## src/rtl/regfile_wb_arbiter.sv

```systemverilog
// regfile_wb_arbiter
// Shares the register file's single write port between the memory/load path
// and the ALU path. Loads always win the port. ALU writes that lose are parked
// in a small in-order queue and drained on cycles with no load. A load
// squashes any queued ALU write to the same register, because the load is the
// younger producer.
module regfile_wb_arbiter #(
    parameter int DATA_W = 16,
    parameter int ADDR_W = 3,
    parameter int DEPTH  = 2
) (
    input  logic              clk,
    input  logic              rst,
    input  logic              alu_wb_en,
    input  logic [ADDR_W-1:0] alu_wb_addr,
    input  logic [DATA_W-1:0] alu_wb_data,
    input  logic              mem_wb_en,
    input  logic [ADDR_W-1:0] mem_wb_addr,
    input  logic [DATA_W-1:0] mem_wb_data,
    input  logic [ADDR_W-1:0] src_addr,
    input  logic [ADDR_W-1:0] dst_addr,
    output logic              write_back,
    output logic [ADDR_W-1:0] write_addr,
    output logic [DATA_W-1:0] write_data,
    output logic              stall,
    output logic              raw_hazard
);

    localparam int CW = $clog2(DEPTH + 1);

    // Deferred ALU writes. Slot 0 is the oldest entry. Slots at or above
    // count_q hold stale data.
    logic [ADDR_W-1:0] q_addr_q [DEPTH];
    logic [DATA_W-1:0] q_data_q [DEPTH];
    logic [ADDR_W-1:0] q_addr_d [DEPTH];
    logic [DATA_W-1:0] q_data_d [DEPTH];
    logic [CW-1:0]     count_q, count_d;

    logic              write_back_q;
    logic [ADDR_W-1:0] write_addr_q;
    logic [DATA_W-1:0] write_data_q;

    logic              queue_empty;
    logic              deq;
    logic              alu_ok;
    logic              alu_direct;
    logic              alu_enq;
    logic [DEPTH-1:0]  valid;
    logic [DEPTH-1:0]  keep;
    logic [DEPTH-1:0]  hazard_hit;
    logic [CW-1:0]     pos [DEPTH];
    logic [CW-1:0]     kept_cnt;

    assign queue_empty = (count_q == '0);
    assign stall       = (count_q == CW'(DEPTH));

    // Port selection order: load first, then the queue head, then a direct ALU write.
    assign deq        = !mem_wb_en && !queue_empty;
    assign alu_ok     = alu_wb_en && !stall;
    assign alu_direct = alu_ok && !mem_wb_en && queue_empty;

    // An ALU write that targets the same register as a concurrent load is dropped.
    assign alu_enq    = alu_ok && !alu_direct &&
                        !(mem_wb_en && (alu_wb_addr == mem_wb_addr));

    genvar gi;
    generate
        for (gi = 0; gi < DEPTH; gi++) begin : g_entry
            assign valid[gi]      = (count_q > CW'(gi));
            // An entry leaves the queue when a load squashes it or when it is the dequeued head.
            assign keep[gi]       = valid[gi]
                                  && !(mem_wb_en && (q_addr_q[gi] == mem_wb_addr))
                                  && !(deq && (gi == 0));
            assign hazard_hit[gi] = valid[gi] &&
                                    ((q_addr_q[gi] == src_addr) || (q_addr_q[gi] == dst_addr));
        end
    endgenerate

    // Each surviving entry moves down to the slot given by the number of
    // surviving entries ahead of it. This keeps the queue compact and in order.
    always_comb begin
        kept_cnt = '0;
        for (int i = 0; i < DEPTH; i++) begin
            pos[i] = kept_cnt;
            if (keep[i]) begin
                kept_cnt = kept_cnt + CW'(1);
            end
        end
    end

    assign count_d = alu_enq ? (kept_cnt + CW'(1)) : kept_cnt;

    generate
        for (gi = 0; gi < DEPTH; gi++) begin : g_slot
            // Fill this slot with the surviving entry mapped to it. A new ALU
            // write is appended directly after the last surviving entry.
            always_comb begin
                q_addr_d[gi] = q_addr_q[gi];
                q_data_d[gi] = q_data_q[gi];
                for (int i = 0; i < DEPTH; i++) begin
                    if (keep[i] && (pos[i] == CW'(gi))) begin
                        q_addr_d[gi] = q_addr_q[i];
                        q_data_d[gi] = q_data_q[i];
                    end
                end
                if (alu_enq && (kept_cnt == CW'(gi))) begin
                    q_addr_d[gi] = alu_wb_addr;
                    q_data_d[gi] = alu_wb_data;
                end
            end
        end
    endgenerate

    // Queue payload storage. It needs no reset because count_q decides which slots are valid.
    always_ff @(posedge clk) begin
        for (int i = 0; i < DEPTH; i++) begin
            q_addr_q[i] <= q_addr_d[i];
            q_data_q[i] <= q_data_d[i];
        end
    end

    // Queue occupancy and the registered write port.
    always_ff @(posedge clk) begin
        if (rst) begin
            count_q      <= '0;
            write_back_q <= 1'b0;
            write_addr_q <= '0;
            write_data_q <= '0;
        end else begin
            count_q      <= count_d;
            write_back_q <= mem_wb_en || deq || alu_direct;
            if (mem_wb_en) begin
                write_addr_q <= mem_wb_addr;
                write_data_q <= mem_wb_data;
            end else if (deq) begin
                write_addr_q <= q_addr_q[0];
                write_data_q <= q_data_q[0];
            end else if (alu_direct) begin
                write_addr_q <= alu_wb_addr;
                write_data_q <= alu_wb_data;
            end
        end
    end

    assign write_back = write_back_q;
    assign write_addr = write_addr_q;
    assign write_data = write_data_q;

    // A hazard exists when a pending write, either queued or on the port this
    // cycle, targets either decode read register.
    assign raw_hazard = (|hazard_hit) ||
                        (write_back_q && ((write_addr_q == src_addr) || (write_addr_q == dst_addr)));

endmodule
```

## config.mk

```make
export PLATFORM = sky130hd
export DESIGN_NAME = regfile_wb_arbiter
export DESIGN_NICKNAME = d
export VERILOG_FILES = /design/src/rtl/regfile_wb_arbiter.sv
export SDC_FILE = /design/constraint.sdc
export NUM_CORES = 1
export LEC_CHECK = 0
export ABC_CLOCK_PERIOD_IN_PS = 2600
export CELL_PAD_IN_SITES_DETAIL_PLACEMENT = 0
export CELL_PAD_IN_SITES_GLOBAL_PLACEMENT = 1
export CORE_ASPECT_RATIO = 0.9
export CORE_MARGIN = 2
export CORE_UTILIZATION = 40
export CTS_CLUSTER_SIZE = 40
export DETAILED_ROUTE_END_ITERATION = 8
export PLACE_DENSITY = 0.83
export RECOVER_POWER = 50
export SLEW_MARGIN = 25
export SYNTH_ARGS = -nofsm -noshare
export SYNTH_HDL_FRONTEND = slang
export SYNTH_SLANG_ARGS = --single-unit
export TNS_END_PERCENT = 30
```

## constraint.sdc

```tcl
create_clock -name clk -period 2.6 [get_ports clk]
set_clock_uncertainty 0.2 [all_clocks]
set_input_delay 0.26 -clock clk [delete_from_list [all_inputs] [get_ports clk]]
set_output_delay 0.26 -clock clk [all_outputs]
set_load 0.01 [all_outputs]
```

==> out/qor.csv <==
stage;metric;value;unit
critical_path;Critical R2R Launch;q_addr_q[0][2]$_DFFE_PP_;
critical_path;Slowest cell on crit path;clkdlybuf4s50_1;
timing;Fin. Hold Viols;0;
cells_and_area;layout cells sized above 1;17.4;%
timing;final worst-path cycle share;95.9;%
die;Rows;30;
detailed_routing;via count;2222;
detailed_routing;final wirelength;7.04;mm
cells_and_area;fin nets;389;
timing;unrepaired setup endpoints after global routing;false;
die;Ports;70;
detailed_routing;Post-route DRC;0;
power;Int Pwr;1.89;mW
clock_network;clock tree from TritonCTS;done;
die;Starting Density;40.8;%
global_route;first-pass GRT wire length;11.2;mm
critical_path;nature of the critical path startpoint;flop;
critical_path;CP Capture Type;primary output;
global_route;grt met3 use;4.96;%
power;Seq pwr share;45.6;%
cells_and_area;n_diodes;0;
global_route;met2 usage;27.3;%
place;half-perimeter wire length after placement;5.06;mm
timing;WHS;0.248;ns
critical_path;Crit path largest cell delay;0.57;ns
synthesis;synthesis-stage register bit count;60;
critical_path;reg2reg end;count_q[0]$_SDFF_PP0_;
global_route;global route hottest layer;met2;
detailed_routing;DR vias/cell;5.04;
synthesis;Yosys warnings;0;
global_route;Overall Global Routing Usage;18.1;%
clock_network;Clock Pin Slew Worst Setup and Hold Paths;0.06;ns
global_route;vias in the first global route;2210;
die;die width;96.0;um
cells_and_area;most frequent cells in the layout;dlygate4sd3_1 (39), edfxtp_1 (38), clkdlybuf4s50_1 (30);
clock_network;clock buffer depth;2;
synthesis;Synth Area in Simple Gates;8.41;%
hold_path;Hold Path Depth;2;
detailed_routing;drt first pass iters;4;
critical_path;Critical Path, Cell by Cell;xor2_1, nor3_1, a31oi_1, o211ai_1, clkdlybuf4s50_1;
power;leakage;1.56;nW
critical_path;CP max FO;4;
power;pwr dens;611;mW/mm^2
synthesis;Post-Syn Instances;250;
critical_path;Setup CP Type;reg -> out;
cells_and_area;P&R area growth vs syn;36.7;%
global_route;total gr overflow;0;
critical_path;CP Data Required Time;2.14;ns
synthesis;syn nets;299;
detailed_routing;drt wl/cell;16.0;um
hold_path;Endpoint, Worst Hold;write_data[1]$_SDFFE_PP0P_;
detailed_routing;Iter 0 DRT Violations;103;
timing;relative slew slack;61.4;%
timing;measured slew at the worst slew-check pin;0.579;ns
power;Net Sw Frac;25.6;%
clock_network;clk_lat worst skew;0.33;ns
power;worst vdd ir;0.308;mV
global_route;largest net degree at the start of global routing;22;
place;input/output buffers;69;
clock_network;CTS H-tree lvls;3;
timing;fin. max-slew vios;0;
job;max cap viols;0;
clock_network;Post-CTS Resized;0;
critical_path;CP Data Arrival Time;2.03;ns
timing;Final setup viols;0;
clock_network;hold_buf cts;0;
clock_network;root buf cell;clkbuf_8;
power;logic gate share of total power;22.7;%
synthesis;Seq/Total Area, Yosys;51.9;%
critical_path;FF-to-FF path depth;6;
power;sw power;0.651;mW
synthesis;Adder-Cell Fraction of Synth Area;0.410;%
die;Placeable Area;0.00747;sq mm
clock_network;total CTS buffers;9;
die;Die ar.;0.00834;sq mm
synthesis;Mapped Avg Cell Area;12.2;sq um
synthesis;Distinct cells, synth;34;
synthesis;main combinational cell family by area after synthesis;multiplexers;
hold_path;hold_sp;write_data[1]$_SDFFE_PP0P_;
critical_path;r2r setup slk;0.25;ns
timing;fmax;401;MHz
clock_network;Sink Count;60;
global_route;initial antenna violation count;0;
synthesis;Post-Syn Area;0.00305;sq mm
power;clock power share;31.7;%
synthesis;post-synthesis mux area share;15.3;%
run_status;status;finished, final reports clean;
hold_path;hold crit path type;reg -> reg;
place;gp weighted congestion;0.817;
die;die height;86.8;um
synthesis;compound-gate portion of the synthesized area;13.5;%
synthesis;Synth Area in XOR/XNOR;7.76;%
timing;crit path time final;2.49;ns
timing;setup tns final;0;ns
cells_and_area;most common cell after layout, fill and taps aside;dlygate4sd3_1;
detailed_routing;post-route ant nets;0;
global_route;GR Layer Usage met1;24.9;%
## layer usage
layer,part of all wire [%],routed length (um)
met1,48,3360
met5,0,0
met2,46,3230
met3,5.0,353
met4,1.3,91
## cell type report
| type | instances | area, sq um |
|---|---|---|
| Multi-Input combinational cell | 173 | 1390 |
| Timing Repair Buffer | 93 | 875 |
| Clock buffer | 14 | 153 |
| Clock inverter | 2 | 35.0 |
| Tap cell | 96 | 120 |
| Sequential cell | 60 | 1580 |
| Fill cell | 651 | 3300 |
| Inverter | 3 | 11.3 |
## registers in the layout, indices dropped and copies added (netlist names)
| register | count |
|---|---|
| q_addr_q | 6 |
| write_data | 16 |
| write_back | 1 |
| write_addr | 3 |
| count_q | 2 |
| q_data_q | 32 |
## critical path: cells and delay by family (launching register included)
| kind | cells | cell delay [ns] |
|---|---|---|
| xor+xnor | 1 | 0.19 |
| buf+inv | 1 | 0.57 |
| simple gates | 1 | 0.23 |
| compound gates | 2 | 0.25 |
| flops | 1 | 0.46 |
## cells in the mapped netlist, drive strengths merged
| library cell | n | area, sq um |
|---|---|---|
| o21ba | 1 | 10.0 |
| a211oi | 2 | 20.0 |
| inv | 3 | 11.3 |
| nor4 | 1 | 6.26 |
| dfxtp | 22 | 440 |
| edfxtp | 38 | 1140 |
| mux2 | 35 | 465 |
| xnor2 | 9 | 78.8 |
| or2 | 1 | 6.26 |
| nor3 | 5 | 25.0 |
| nand2 | 21 | 78.8 |
| buf | 7 | 47.5 |
| ha | 1 | 12.5 |
| a41oi | 1 | 8.76 |
| nor2 | 5 | 18.8 |
| xor2 | 18 | 158 |
| a211o | 3 | 26.3 |
| nand2b | 16 | 100 |
| a31oi | 1 | 6.26 |
| nand4b | 1 | 8.76 |
| clkbuf | 7 | 26.3 |
| o41ai | 1 | 27.5 |
| o211ai | 20 | 150 |
| a21oi | 21 | 105 |
| and2 | 1 | 6.26 |
| or3 | 1 | 6.26 |
| a311oi | 1 | 15.0 |
| o21ai | 4 | 20.0 |
| o21a | 3 | 22.5 |
## worst max path at each step
| stage | from | endpoint | depth (start not counted) |
|---|---|---|---|
| after floorplan | mem_wb_en | q_addr_q[0][3]$_DFFE_PP_ | 5 |
| after global placement | mem_wb_en | q_data_q[0][15]$_DFFE_PP_ | 7 |
| after detailed placement | mem_wb_addr[2] | q_data_q[0][4]$_DFFE_PP_ | 6 |
| after CTS | q_addr_q[0][2]$_DFFE_PP_ | raw_hazard | 5 |
| after global routing | q_addr_q[0][2]$_DFFE_PP_ | raw_hazard | 5 |
| final | q_addr_q[0][2]$_DFFE_PP_ | raw_hazard | 5 |
## power groups by stage
stage                     registers [mW]  clock network [mW]  logic [mW]
after floorplan                     1.18                   0       0.316
after global placement              1.18                   0       0.578
after detailed placement            1.18                   0       0.589
after CTS                           1.16               0.829       0.592
after global routing                1.17               0.866       0.627
final                               1.16               0.808       0.578
## cells by family after synthesis
group | count (synthesis)
AOI/OAI and AO/OA | 58
xor gates and xnor gates | 27
adders and majority gates | 1
buffers and inverters | 17
DFF | 60
muxes | 35
and+or+nand+nor | 52
## stage by stage
step	instance area, sq um	utilization [%]	setup WS, ns	instances	power (mW)
after floorplan	3050	-	0.314	250	1.50
after global placement	3970	53.1	0.0571	421	1.76
after detailed placement	3970	53.1	0.0268	421	1.77
after CTS	4150	55.6	0.0642	437	2.58
after global routing	4170	55.8	0.0169	441	2.66
final	4170	55.8	0.106	441	2.55
## what timing repair did
action	in CTS	in global routing
endpoints found under the hold margin	0	0
setup endpoints to repair	0	1
buffers inserted	0	4
(Power assumes the default switching activity.)
